File: src/rtl/seg_scan_display.sv
`timescale 1ns/1ps
// seg_scan_display: 8-digit common-anode hex display scanner.
// Shows a 32-bit word one digit at a time; new words are double-buffered
// and only take effect at the end of a full scan frame.
module seg_scan_display #(
  parameter int unsigned SCAN_DIV = 100000,
  parameter int unsigned BLANK_LZ = 0
) (
  input  logic        clk,
  input  logic        rst,
  input  logic [31:0] data,
  input  logic        load,
  output logic [7:0]  an,
  output logic [6:0]  seg,
  output logic        dp
);

  localparam int unsigned CW = (SCAN_DIV > 1) ? $clog2(SCAN_DIV) : 1;
  localparam logic [CW-1:0] CNT_LAST = CW'(SCAN_DIV - 1);

  logic [CW-1:0] cnt;
  logic [2:0]    idx;
  logic [31:0]   disp;
  logic [31:0]   pend;
  logic          pflag;

  logic          tick;
  logic          fend;
  logic [3:0]    nib;
  logic          blank;

  assign tick = (cnt == CNT_LAST);
  assign fend = tick && (idx == 3'd7);
  assign dp   = 1'b1;

  function automatic logic [6:0] hex2seg(input logic [3:0] h);
    logic [6:0] s;
    case (h)
      4'h0: s = 7'h40;
      4'h1: s = 7'h79;
      4'h2: s = 7'h24;
      4'h3: s = 7'h30;
      4'h4: s = 7'h19;
      4'h5: s = 7'h12;
      4'h6: s = 7'h02;
      4'h7: s = 7'h78;
      4'h8: s = 7'h00;
      4'h9: s = 7'h10;
      4'hA: s = 7'h08;
      4'hB: s = 7'h03;
      4'hC: s = 7'h46;
      4'hD: s = 7'h21;
      4'hE: s = 7'h06;
      default: s = 7'h0E;
    endcase
    return s;
  endfunction

  // Scan counter, digit index and double-buffered display word.
  always_ff @(posedge clk) begin
    if (rst) begin
      cnt   <= '0;
      idx   <= 3'd0;
      disp  <= 32'd0;
      pend  <= 32'd0;
      pflag <= 1'b0;
    end else begin
      if (tick) begin
        cnt <= '0;
        idx <= idx + 3'd1;
      end else begin
        cnt <= cnt + CW'(1);
      end
      // A load landing exactly on the frame end bypasses the buffer, so the
      // newest word wins and any older pending word is discarded.
      if (load && fend) begin
        disp  <= data;
        pflag <= 1'b0;
      end else if (load) begin
        pend  <= data;
        pflag <= 1'b1;
      end else if (fend && pflag) begin
        disp  <= pend;
        pflag <= 1'b0;
      end
    end
  end

  // Digit decode from registered state only; leading zeros optionally blanked.
  always_comb begin
    nib   = disp[{idx, 2'b00} +: 4];
    blank = 1'b0;
    if ((BLANK_LZ != 0) && (idx != 3'd0)) begin
      blank = ((disp >> {idx, 2'b00}) == 32'd0);
    end
    an  = 8'hFF;
    seg = 7'h7F;
    if (!blank) begin
      an  = ~(8'h01 << idx);
      seg = hex2seg(nib);
    end
  end

endmodule

File: config.mk
export PLATFORM = sky130hd
export DESIGN_NAME = seg_scan_display
export DESIGN_NICKNAME = d
export VERILOG_FILES = /design/src/rtl/seg_scan_display.sv
export SDC_FILE = /design/constraint.sdc
export NUM_CORES = 1
export LEC_CHECK = 0
export BUFFER_PORTS_ARGS = -buffer_cell sky130_fd_sc_hd__buf_2
export CORE_UTILIZATION = 40
export DETAILED_ROUTE_END_ITERATION = 10
export GPL_TIMING_DRIVEN = 0
export PLACE_DENSITY_LB_ADDON = 0.2
export SYNTH_ARGS = -nofsm -noshare
export SYNTH_HDL_FRONTEND = slang
export SYNTH_SLANG_ARGS = --single-unit
File: constraint.sdc
create_clock -name clk -period 4.8 [get_ports clk]
set_input_delay 0.24 -clock clk [delete_from_list [all_inputs] [get_ports clk]]
set_output_delay 0.24 -clock clk [all_outputs]
set_load 0.005 [all_outputs]
==> results.md <==
- The number of cells on the worst reg-to-reg path is 7.
- The cell area power density is 295.0 mW/mm2.
- Setup repair after global routing left no endpoint under its margin.
- The multi-input combinational cells in the finished layout cover a total of about 0.0023 mm2.
- Ranked by total cell area, the synthesized netlist is headed by sky130_fd_sc_hd__dfxtp_1, sky130_fd_sc_hd__mux2i_1, sky130_fd_sc_hd__nand2b_1.
- The routed length per instance is 15.57 um.
- Of all nets on the critical path, the largest fanout is 10.
- The path class of the tightest hold or removal check is input port to register.
- The worst path in the final design needs a cycle of between 3 and 4 ns, including I/O delays and setup.
- The endpoint of the worst hold path is pend[6].
- The hold violation count in the final report is 0.
- Buffers inserted during clock tree synthesis total 9.
- The initial antenna violation count was 0.
- The fraction of registers with async set or reset after synthesis is 0%.
- The number of standard cells after synthesis is 414.
- During placement, the flow inserted port buffers numbering 48.
- TritonCTS built the clock tree.
- Registers take 0.001702 mm2.
- The H-tree was split into 3 levels.
- STA puts the critical path data required time at 4.56 ns.
- The netlist uses 42 different library cells.
- The data arrival at the endpoint of the critical path is ~3 ns.
- The number of nets in the synthesized netlist is 461.
- Summing over every cut layer, the via total after detailed routing is 3235.
- Gates resized during post-CTS repair numbered 0.
- At the end of routability-driven placement, the weighted congestion stood at 0.8076.
- The worst register-to-register path ends at disp[25].
- The vertical die dimension is 104.6 um.
- In the finished design, the share of the clock period the worst path needs comes to 66.63%.
- The clock net in this run drives a total of 85 sinks.
- After global routing the overflow that remains totals 0.
- The mean number of vias per cell is 5.269.
- The layout-stage area growth over the synthesis result is 15.28%.
- Summed over all failing endpoints, the final setup total negative slack is 0 ns.
- The die is around 100 um wide.
- The worst setup path is of the register to output port kind.
- During synthesis, Yosys emitted a total of 0 warnings.
- The diode insertion count for antenna repair is 0.
- Between clock sinks in the finished design, the worst skew comes to 0.008137 ns.
- The count of endpoints failing setup in the final report is 0.
- Entering global routing, the biggest net connects 15 pins.
- The post-route cell area is 0.004852 mm2.
- The starting DRC count in detailed routing is between 200 and 250.
- The largest voltage drop on the vdd net is 0.0002637 V.
- The layout has roughly 1000 filler cells.
- The cell area after placement is between 0.004 and 0.005 mm2.
- The total count of max-transition violations in the final report is 0.
- The highest clock rate is between 300 and 400 MHz.
- The most frequent cell after synthesis is sky130_fd_sc_hd__dfxtp_1.
- The number of global-route vias before repair is 3131.
- Of the synthesized area, sequential elements account for 40.43%.
- The worst register-to-register path has a setup slack of between 2 and 3 ns.
- The combined area of all synthesized cells is 0.004209 mm2.
- The placeable core area is 0.01028 mm2.
- The half-perimeter wire length after detailed placement is a little under 7000 um.
- The maximum number of buffers from clock root to sink is 2.
- In the final design database the tool counted 520 nets.
- The detail route stage leaves a number of antenna-violating nets equal to 0.
- Buffers inserted to repair hold after CTS numbered 0.
- In this run the core area contains 37 standard-cell rows.
- After synthesis, the largest area contributor takes up between 40 and 50% of total cell area.
- The root buffer selected by CTS is sky130_fd_sc_hd__clkbuf_8.
- The fraction of layout instances using a drive strength above 1 is 19.25%.
- The worst hold path begins at data[6].
- The most used flip-flop cell after synthesis is sky130_fd_sc_hd__dfxtp_1.
- Summing internal, switching and leakage power gives 1.431 mW.
- In this run the mean area of a mapped cell was slightly above 10 um2.
- The worst register-to-register path begins at cnt[0].
- The slew at the pin closest to its max-slew limit is 0.5769 ns.
- The global-route usage over all layers is between 15 and 20%.
- The smallest hold slack is 0.1495 ns.
- The commonest cells after synthesis are sky130_fd_sc_hd__dfxtp_1, sky130_fd_sc_hd__nand2b_1, sky130_fd_sc_hd__mux2i_1, sky130_fd_sc_hd__o2bb2ai_1, sky130_fd_sc_hd__a22oi_1.
- The DRC violation count after routing is 0.
- The first detailed-routing pass ran for 4 iterations.
- Summed over all cells, the static leakage comes to 1.906 nW.
- The area of the die is 0.01094 mm2.
- The number of setup buffers added after CTS is 0.
- Once the floorplan was initialized, standard cells occupied 40.95% of the core.
- The startpoint kind of the worst setup timing path is a register.
- The final layout contains routed wiring with a total length of 9563 um.
- The number of cells traversed by the worst hold path is 3.
- The cell type contributing the most total cell area after synthesis is sky130_fd_sc_hd__dfxtp_1.
- The number of maximum-capacitance violations is 0.
- The number of synthesized register bits is 85.
- After clock tree synthesis, the clock-pin slew on the worst setup and hold paths is 0.09 ns.
- The number of primary I/O pins is 51.
- The endpoint kind of the worst setup timing path is an output port.
- The worst slew margin relative to its limit is between 60% and 70%.
- Counting flops with a built-in enable in the synthesized netlist gives 0.
- The wire length of the first global-routing pass is 15970 um.
- The run finished with clean final reports.
- The clock insertion delay at the later pin of the skew report is 0.36 ns.
[flip-flops by register name, indices dropped and copies added (netlist names)]
| register | flops |
|---|---|
| idx | 3 |
| pflag | 1 |
| cnt | 17 |
| disp | 32 |
| pend | 32 |
[power by group]
part           switching [mW]  internal (mW)  leakage (nW)
sequential             0.0112          0.724         0.692
combinational          0.0609         0.0517          1.10
clock                   0.261          0.323         0.116
[stage by stage]
step | setup WS [ns] | util (%) | instances
after CTS | 1.581 | 47.21 | 614
after detailed placement | 1.986 | 44.95 | 598
after floorplan | 2.457 | - | 414
final | 1.602 | 47.21 | 614
after global routing | 1.396 | 47.21 | 614
after global placement | 2.086 | 44.95 | 598
[layer usage]
metal  vias up  track usage, %  wire length (um)
li1       1612               -                 -
met1      1524           24.58              4531
met2        85           29.75              4401
met3        14           4.492               462
met4         0           6.137               167
met5         -               0                 0
[cell type report]
cell class | count | area share, %
clock buffer | 11 | 3.120
tap | 136 | 3.507
inverter | 11 | 0.8510
sequential | 85 | 35.07
timing repair buffer | 48 | 4.951
buffer | 31 | 3.326
multi-input combinational | 287 | 47.50
clock inverter | 5 | 1.676
[cells by family (layout without fill, tap and decap cells)]
group | Yosys count | count (layout) | share of synthesized area, %
AND/OR/NAND/NOR | 125 | 125 | 17.27
flip-flops | 85 | 85 | 40.43
AO/OA/AOI/OAI | 84 | 84 | 15.49
multiplexers | 53 | 53 | 15.84
buffers and inverters | 42 | 106 | 4.816
XOR/XNOR | 12 | 12 | 2.497
adder cells (fa/ha/maj) | 12 | 12 | 3.567
other | 1 | 1 | 0.08909
[cells in the final DEF, fill, tap and decap left out, types with 6 or more instances in the layout]
| cell | instances |
|---|---|
| sky130_fd_sc_hd__clkbuf_8 | 11 |
| sky130_fd_sc_hd__ha_1 | 12 |
| sky130_fd_sc_hd__nor2_1 | 16 |
| sky130_fd_sc_hd__clkbuf_1 | 18 |
| sky130_fd_sc_hd__nand2_1 | 11 |
| sky130_fd_sc_hd__nand2b_1 | 64 |
| sky130_fd_sc_hd__dfxtp_1 | 85 |
| sky130_fd_sc_hd__a22oi_1 | 32 |
| sky130_fd_sc_hd__buf_2 | 54 |
| sky130_fd_sc_hd__mux2i_1 | 40 |
| sky130_fd_sc_hd__inv_1 | 10 |
| sky130_fd_sc_hd__nand3_1 | 8 |
| sky130_fd_sc_hd__xor2_1 | 7 |
| sky130_fd_sc_hd__mux4_2 | 6 |
| sky130_fd_sc_hd__o2bb2ai_1 | 33 |
[worst max-delay path, cell delays in order, from the launching register on]
cell	delay [ns]
sky130_fd_sc_hd__dfxtp_1	0.39
sky130_fd_sc_hd__buf_6	0.19
sky130_fd_sc_hd__mux4_2	0.53
sky130_fd_sc_hd__mux2i_1	0.49
sky130_fd_sc_hd__inv_1	0.15
sky130_fd_sc_hd__ha_1	0.27
sky130_fd_sc_hd__mux2_2	0.26
sky130_fd_sc_hd__o21ai_0	0.17
sky130_fd_sc_hd__buf_2	0.14
[how the worst max path moves through the flow]
stage                     startpoint     end  cells after the start
after floorplan               idx[0]  seg[4]                      7
after global placement        idx[0]  seg[0]                      8
after detailed placement      idx[0]  seg[4]                      8
after CTS                     idx[0]  seg[4]                      8
after global routing          idx[0]  seg[4]                      8
final                         idx[0]  seg[4]                      8
(Power assumes the default switching activity.)
